$ cat config.mk
export PLATFORM = sky130hd
export DESIGN_NAME = mem_access_ctrl_flat
export DESIGN_NICKNAME = d
export VERILOG_FILES = /design/src/rtl/mem_ctrl_pkg.sv /design/src/rtl/mem_access_ctrl_if.sv /design/src/rtl/mem_beat_counter.sv /design/src/rtl/mem_access_ctrl.sv /design/src/flat_wrapper.sv
export SDC_FILE = /design/constraint.sdc
export NUM_CORES = 1
export LEC_CHECK = 0
export ABC_AREA = 0
export CORE_ASPECT_RATIO = 1.75
export CORE_MARGIN = 2
export CORE_UTILIZATION = 60
export DETAILED_ROUTE_END_ITERATION = 6
export DONT_BUFFER_PORTS = 1
export PLACE_DENSITY = 0.79
export SYNTH_ARGS = -nofsm -noshare
export SYNTH_HDL_FRONTEND = slang
export SYNTH_HIERARCHICAL = 1
export SYNTH_SLANG_ARGS = --single-unit
$ cat constraint.sdc
create_clock -name clk -period 5.8 [get_ports clk]
set_input_delay 0 -clock clk [delete_from_list [all_inputs] [get_ports clk]]
set_output_delay 0 -clock clk [all_outputs]
set_load 0.05 [all_outputs]
$ cat src/rtl/mem_ctrl_pkg.sv
// Shared definitions for the load/store memory front-end.
// Holds the bus widths, the maximum read-burst length, the controller
// state encoding and the request-length clamp used at accept time.
package mem_ctrl_pkg;

  localparam int ADDR_W    = 8;
  localparam int DATA_W    = 8;
  localparam int LEN_W     = 3;
  localparam int MAX_BURST = 4;

  typedef enum logic [2:0] {
    IDLE     = 3'd0,
    RD_ISSUE = 3'd1,
    RD_DRAIN = 3'd2,
    WR_ISSUE = 3'd3,
    WR_ACK   = 3'd4
  } state_t;

  // A zero length still means one beat; anything above MAX_BURST is cut
  // down to MAX_BURST.
  function automatic logic [LEN_W-1:0] clamp_len(input logic [LEN_W-1:0] len);
    logic [LEN_W-1:0] eff;
    if (len == '0)
      eff = LEN_W'(1);
    else if (len > LEN_W'(MAX_BURST))
      eff = LEN_W'(MAX_BURST);
    else
      eff = len;
    return eff;
  endfunction

endpackage

$ cat src/rtl/mem_access_ctrl_if.sv
// Bundle of the request, memory and response signals of mem_access_ctrl.
// Ports (by group):
//   request : req_valid, req_ready, req_we, req_addr, req_wdata, req_len
//   memory  : mem_read_en, mem_write_en, mem_addr, mem_wdata, mem_rdata
//   response: rsp_valid, rsp_data, rsp_last, plus busy status
// The slave modport is the controller's view; master is the view of the
// datapath/memory environment around it.
interface mem_access_ctrl_if;
  import mem_ctrl_pkg::*;

  logic              req_valid;
  logic              req_ready;
  logic              req_we;
  logic [ADDR_W-1:0] req_addr;
  logic [DATA_W-1:0] req_wdata;
  logic [LEN_W-1:0]  req_len;

  logic              mem_read_en;
  logic              mem_write_en;
  logic [ADDR_W-1:0] mem_addr;
  logic [DATA_W-1:0] mem_wdata;
  logic [DATA_W-1:0] mem_rdata;

  logic              rsp_valid;
  logic [DATA_W-1:0] rsp_data;
  logic              rsp_last;
  logic              busy;

  modport slave (
    input  req_valid, req_we, req_addr, req_wdata, req_len, mem_rdata,
    output req_ready, mem_read_en, mem_write_en, mem_addr, mem_wdata,
           rsp_valid, rsp_data, rsp_last, busy
  );

  modport master (
    output req_valid, req_we, req_addr, req_wdata, req_len, mem_rdata,
    input  req_ready, mem_read_en, mem_write_en, mem_addr, mem_wdata,
           rsp_valid, rsp_data, rsp_last, busy
  );

endinterface

$ cat src/rtl/mem_beat_counter.sv
// Address/length bookkeeping for a read burst.
// Ports:
//   clk, rst    : clock, async active-high reset
//   load        : request accepted; start_addr/len describe the burst
//   advance     : one more beat is being issued this cycle
//   start_addr  : first beat address (issued directly by the FSM)
//   len         : clamped beat count (1..MAX_BURST)
//   beat_addr   : address of the next beat still to issue
//   beat_last   : the next beat to issue is the final one
//   beat_done   : every beat of the burst has been issued
module mem_beat_counter
  import mem_ctrl_pkg::*;
(
  input  logic              clk,
  input  logic              rst,
  input  logic              load,
  input  logic              advance,
  input  logic [ADDR_W-1:0] start_addr,
  input  logic [LEN_W-1:0]  len,
  output logic [ADDR_W-1:0] beat_addr,
  output logic              beat_last,
  output logic              beat_done
);

  logic [ADDR_W-1:0] addr_q;
  logic [LEN_W-1:0]  remaining;

  // The first beat leaves on the accept edge itself, so the counter starts
  // one address ahead and one beat short. Address arithmetic wraps.
  always_ff @(posedge clk or posedge rst) begin
    if (rst) begin
      addr_q    <= '0;
      remaining <= '0;
    end else if (load) begin
      addr_q    <= start_addr + ADDR_W'(1);
      remaining <= len - LEN_W'(1);
    end else if (advance) begin
      addr_q    <= addr_q + ADDR_W'(1);
      remaining <= remaining - LEN_W'(1);
    end
  end

  assign beat_addr = addr_q;
  assign beat_last = (remaining == LEN_W'(1));
  assign beat_done = (remaining == '0);

endmodule

$ cat src/rtl/mem_access_ctrl.sv
// Load/store front-end between the datapath and an 8-bit synchronous
// memory with one cycle of read latency.
// Ports:
//   clk, rst : clock, async active-high reset
//   bus      : mem_access_ctrl_if.slave carrying the request handshake
//              (req_*), memory drive/return (mem_*), the tagged response
//              stream (rsp_*) and busy
// Writes take one memory cycle and return a zero-data ack; reads issue
// 1..MAX_BURST consecutive addresses and return one response per beat.
module mem_access_ctrl
  import mem_ctrl_pkg::*;
(
  input  logic              clk,
  input  logic              rst,
  mem_access_ctrl_if.slave  bus
);

  state_t            state;
  logic              accept;
  logic [LEN_W-1:0]  eff_len;
  logic [ADDR_W-1:0] beat_addr;
  logic              beat_last;
  logic              beat_done;
  logic              mem_last;
  logic              d_valid;
  logic              d_last;

  assign accept  = bus.req_valid & bus.req_ready;
  assign eff_len = clamp_len(bus.req_len);

  mem_beat_counter u_beat_counter (
    .clk        (clk),
    .rst        (rst),
    .load       (accept & ~bus.req_we),
    .advance    ((state == RD_ISSUE) & ~beat_done),
    .start_addr (bus.req_addr),
    .len        (eff_len),
    .beat_addr  (beat_addr),
    .beat_last  (beat_last),
    .beat_done  (beat_done)
  );

  assign bus.busy = (state != IDLE);

  // Controller FSM plus response pipeline. A read beat flows issue
  // (mem_read_en) -> data (d_valid, memory output valid) -> response
  // (rsp_valid), with its last flag carried alongside. The write ack is
  // injected into the response stage while in WR_ISSUE. The drain ends
  // once the final beat sits in the response register.
  always_ff @(posedge clk or posedge rst) begin
    if (rst) begin
      state            <= IDLE;
      bus.req_ready    <= 1'b0;
      bus.mem_read_en  <= 1'b0;
      bus.mem_write_en <= 1'b0;
      bus.mem_addr     <= '0;
      bus.mem_wdata    <= '0;
      bus.rsp_valid    <= 1'b0;
      bus.rsp_data     <= '0;
      bus.rsp_last     <= 1'b0;
      mem_last         <= 1'b0;
      d_valid          <= 1'b0;
      d_last           <= 1'b0;
    end else begin
      d_valid       <= bus.mem_read_en;
      d_last        <= bus.mem_read_en & mem_last;
      bus.rsp_valid <= d_valid | (state == WR_ISSUE);
      bus.rsp_last  <= (d_valid & d_last) | (state == WR_ISSUE);
      bus.rsp_data  <= d_valid ? bus.mem_rdata : '0;

      case (state)
        IDLE: begin
          bus.mem_read_en  <= 1'b0;
          bus.mem_write_en <= 1'b0;
          bus.mem_addr     <= '0;
          bus.mem_wdata    <= '0;
          mem_last         <= 1'b0;
          bus.req_ready    <= 1'b1;
          if (accept) begin
            bus.req_ready <= 1'b0;
            bus.mem_addr  <= bus.req_addr;
            if (bus.req_we) begin
              state            <= WR_ISSUE;
              bus.mem_write_en <= 1'b1;
              bus.mem_wdata    <= bus.req_wdata;
            end else begin
              state           <= RD_ISSUE;
              bus.mem_read_en <= 1'b1;
              mem_last        <= (eff_len == LEN_W'(1));
            end
          end
        end
        RD_ISSUE: begin
          if (beat_done) begin
            state           <= RD_DRAIN;
            bus.mem_read_en <= 1'b0;
            bus.mem_addr    <= '0;
            mem_last        <= 1'b0;
          end else begin
            bus.mem_read_en <= 1'b1;
            bus.mem_addr    <= beat_addr;
            mem_last        <= beat_last;
          end
        end
        RD_DRAIN: begin
          if (bus.rsp_last) begin
            state         <= IDLE;
            bus.req_ready <= 1'b1;
          end
        end
        WR_ISSUE: begin
          state            <= WR_ACK;
          bus.mem_write_en <= 1'b0;
          bus.mem_addr     <= '0;
          bus.mem_wdata    <= '0;
        end
        WR_ACK: begin
          state         <= IDLE;
          bus.req_ready <= 1'b1;
        end
        default: begin
          state         <= IDLE;
          bus.req_ready <= 1'b0;
        end
      endcase
    end
  end

endmodule

$ cat src/flat_wrapper.sv
// flat-port wrapper written by rule: the top's interface ports become plain ports
module mem_access_ctrl_flat import mem_ctrl_pkg::*;
  (clk, rst, bus_req_valid, bus_req_we, bus_req_addr, bus_req_wdata, bus_req_len, bus_mem_rdata, bus_req_ready, bus_mem_read_en, bus_mem_write_en, bus_mem_addr, bus_mem_wdata, bus_rsp_valid, bus_rsp_data, bus_rsp_last, bus_busy);
  mem_access_ctrl_if bus_i ();
  input  logic clk;
  input  logic rst;
  input wire logic [$bits(bus_i.req_valid)-1:0] bus_req_valid;
  input wire logic [$bits(bus_i.req_we)-1:0] bus_req_we;
  input wire logic [$bits(bus_i.req_addr)-1:0] bus_req_addr;
  input wire logic [$bits(bus_i.req_wdata)-1:0] bus_req_wdata;
  input wire logic [$bits(bus_i.req_len)-1:0] bus_req_len;
  input wire logic [$bits(bus_i.mem_rdata)-1:0] bus_mem_rdata;
  output wire logic [$bits(bus_i.req_ready)-1:0] bus_req_ready;
  output wire logic [$bits(bus_i.mem_read_en)-1:0] bus_mem_read_en;
  output wire logic [$bits(bus_i.mem_write_en)-1:0] bus_mem_write_en;
  output wire logic [$bits(bus_i.mem_addr)-1:0] bus_mem_addr;
  output wire logic [$bits(bus_i.mem_wdata)-1:0] bus_mem_wdata;
  output wire logic [$bits(bus_i.rsp_valid)-1:0] bus_rsp_valid;
  output wire logic [$bits(bus_i.rsp_data)-1:0] bus_rsp_data;
  output wire logic [$bits(bus_i.rsp_last)-1:0] bus_rsp_last;
  output wire logic [$bits(bus_i.busy)-1:0] bus_busy;
  assign bus_i.req_valid = bus_req_valid;
  assign bus_i.req_we = bus_req_we;
  assign bus_i.req_addr = bus_req_addr;
  assign bus_i.req_wdata = bus_req_wdata;
  assign bus_i.req_len = bus_req_len;
  assign bus_i.mem_rdata = bus_mem_rdata;
  assign bus_req_ready = bus_i.req_ready;
  assign bus_mem_read_en = bus_i.mem_read_en;
  assign bus_mem_write_en = bus_i.mem_write_en;
  assign bus_mem_addr = bus_i.mem_addr;
  assign bus_mem_wdata = bus_i.mem_wdata;
  assign bus_rsp_valid = bus_i.rsp_valid;
  assign bus_rsp_data = bus_i.rsp_data;
  assign bus_rsp_last = bus_i.rsp_last;
  assign bus_busy = bus_i.busy;
  mem_access_ctrl u_core (.clk(clk), .rst(rst), .bus(bus_i));
endmodule
==> results.toml <==
[sta]
timing.fmax_ghz = 0.406
report.final.hold_viol_count = 0
period_minus_slack_ns = 2.46
setup_repair_after_global_routing_missed_its_margin = "no"
worst-slew-pin-transition_ns = 0.961
setup_viol_count_final = 0
fin_hold_ws_ns = 0.00483
setup-tns-final_ns = 0
min_period_over_period = 0.425
slew_headroom = 0.356
timing.final.max_slew_violations = 0
finClkSkew_ns = 0.00621
finalWorstSetupSlack_ns = 3.34

[grt]
grt-ovfl-total = 0
first_global_vias = 1704
gr-usage-all-layers = 0.236
first_pass_grt_wire_length_um = 7820
grt_start_max_net_pins = 36
number_of_antenna_violations_at_the_first_check_in_global_routing = 0

[worst_setup_path]
worstSetupPathType = "reg -> reg"
timing.critical_path.fanout_max = 23
timing.critical_path.to_type = "register"
worst_ep_arrival_time_ns = 2.68
r2r_cells = 9
reg_to_reg_end = "u_core/u_beat_counter/beat_addr[6]$_DFFE_PP0P_"
timing.critical_path.required_ns = 6.02
regToRegSetupSlack_ns = 3.34
timing.rr.start = "u_core/bus.req_ready$_DFFE_PP0P_"
startpoint_type = "register"

[floorplanning]
die_h_um = 86.4
floorplan.io_pins = 61
fp.dieW_um = 51.1
cell_row_count = 30
initial_core_util = 0.614
core_area_um2 = 3790
fp.dieArea_um2 = 4410

[routing]
detailedRoute.firstIterationViolations = 35
total_wire_length_um = 4760
wl_per_cell_um = 17.1
detail_route.vias_per_cell = 5.83
drc = 0
detailedRoute.firstPassIterationCount = 4
antenna_left = 0
count_of_vias_placed_by_the_detailed_router = 1622

[layout]
stdcell_area_um2 = 2680
number_of_filler_instances_in_the_final_layout = 264
area.sequential_um2 = 1150
final_nets = 266
diodes = 0
combined_area_of_the_multi_input_logic_cells_um2 = 1060
fraction_of_final_layout_cells_with_drive_strength_greater_than_1 = 0.135
area_growth_pct = 15.2

[logic_synthesis]
synth-seq-area-share = 0.495
synthesis.area_per_instance_um2 = 11.4
synth-edff-count = 0
count_leader_synth = "dfrtp_1"
ys_top_cells_by_area = "dfrtp_1, mux2_2, a32o_1"
yosysTopAreaCellShare = 0.495
synthArstFlopShare = 1.00
yosysWarningCount = 6
postSynth.topFlopCell = "dfrtp_1"
synth_largest_area_cell = "dfrtp_1"
netlist-cell-type-count = 44
postSynthRegisterBits = 46
syn-num-nets = 240
ys_top_cells_by_count = "dfrtp_1, nand2_1, mux2_2"
syn-cell-area_um2 = 2330
netlist_instances = 204

[pwr]
total_power_uw = 1450
peakVddDrop_uv = 356
static_leakage_uw = 0.00118
power_per_cell_area_nw_per_um2 = 542

[min_path]
whs_endpoint = "u_core/u_beat_counter/remaining[1]$_DFFE_PP0P_"
min_path_cells = 4
worstHoldStart = "bus_req_len[2]"
hold_path.class = "in -> reg"

[run]
number_of_max_cap_violations = 0

[place]
dpl_wire_length_um = 3360
gp_routability_congestion = 0.892
placement.io_buffers = 0
placed_cell_area_um2 = 2320
dpl_worst_slack_ns = 3.37

[clock_tree]
cts_repair_resize_count = 0
clock_tree.root_cell = "clkbuf_8"
cts_setup_buffers = 0
tritoncts_num_sinks = 46
clk_transition_reported_paths_ns = 0.08
tritoncts_clock_tree = "yes"
clockBufferDepth = 2
cts.htree.levels = 2
clock_buffers_created_by_tritoncts = 5
worst_skew_pair.late_latency_ns = 0.29

[outcome]
status = "complete, no violations"
[through the flow]
step	utilization	cells
2_1_floorplan	-	204
5_1_grt	0.707	278
4_1_cts	0.707	278
3_5_place_dp	0.612	243
6_report	0.707	278
3_3_place_gp	0.612	243
[critical path: stages, from the launching register on]
cell and delay (ns):
dfrtp_1 0.69, nand2_1 0.21, nor2_1 0.14, buf_4 0.29, mux2_2 0.38, ha_1 0.19, inv_1 0.12, a211oi_2 0.06
xor2_1 0.15, o21ai_1 0.13
[metal layers]
layer	up-vias	wire (µm)	global-route usage
met5	-	0	0
met4	0	79	0.0811
met3	9	225	0.0379
met2	47	2670	0.442
met1	798	1780	0.262
li1	768	-	-
[repair_timing]
item / CTS / global route
setup endpoints to repair: 0 / 0
hold buffers: 28 / 0
hold endpoints to repair: 75 / 0
[worst max path at each step]
stage                                          start                                        endpoint  depth (start not counted)
finish              u_core/bus.req_ready$_DFFE_PP0P_  u_core/u_beat_counter/beat_addr[6]$_DFFE_PP0P_                          9
global route        u_core/bus.req_ready$_DFFE_PP0P_  u_core/u_beat_counter/beat_addr[4]$_DFFE_PP0P_                          9
CTS                 u_core/bus.req_ready$_DFFE_PP0P_  u_core/u_beat_counter/beat_addr[4]$_DFFE_PP0P_                          9
detailed placement  u_core/bus.req_ready$_DFFE_PP0P_  u_core/u_beat_counter/beat_addr[4]$_DFFE_PP0P_                          9
global placement    u_core/bus.req_ready$_DFFE_PP0P_  u_core/u_beat_counter/beat_addr[4]$_DFFE_PP0P_                          9
floorplan           u_core/bus.req_ready$_DFFE_PP0P_  u_core/u_beat_counter/beat_addr[4]$_DFFE_PP0P_                          9
[flip-flops by register name (all words and copies together) (netlist names), 3 cells and up]
signal                           flops
u_core/bus.mem_addr                  8
u_core/bus.mem_wdata                 8
u_core/bus.rsp_data                  8
u_core/u_beat_counter/beat_addr      8
u_core/state                         3
u_core/u_beat_counter/remaining      3
[where the power goes]
| part | leakage [µW] | switching, µW | internal (µW) |
|---|---|---|---|
| registers | 0.000587 | 362 | 440 |
| logic | 0.000551 | 249 | 223 |
| clock network | 0.0000438 | 97.0 | 80.9 |
| total | 0.00118 | 708 | 743 |
[area by class of cell]
cell class | count | area share
sequential | 46 | 0.430
clock inverter | 2 | 0.00374
timing repair buffer | 30 | 0.110
multi-input combinational | 137 | 0.394
inverter | 10 | 0.0140
clock buffer | 5 | 0.0257
tap | 48 | 0.0224
[cells in the final DEF, fill, tap and decap left out, types with 4 or more instances in the layout]
master / n
dlygate4sd3_1: 28
nor2_1: 7
nor3_1: 4
nor2b_1: 4
inv_1: 10
mux2_2: 12
ha_1: 5
a21oi_1: 9
dfrtp_1: 46
and2_1: 10
nand2_1: 17
xor2_1: 5
clkbuf_8: 5
xnor2_1: 6
a22o_1: 8
mux2i_1: 7
a32o_1: 8
[kinds of logic (layout without fill, tap and decap cells)]
logic type | after synthesis | count (layout) | synth area share
DFF | 46 | 46 | 0.495
and+or+nand+nor | 60 | 60 | 0.152
buffers and inverters | 21 | 47 | 0.0511
muxes | 19 | 19 | 0.0882
AOI/OAI and AO/OA | 42 | 42 | 0.146
xor gates and xnor gates | 11 | 11 | 0.0414
adders and majority gates | 5 | 5 | 0.0269
Note: power is estimated with default switching activity, not from simulation.
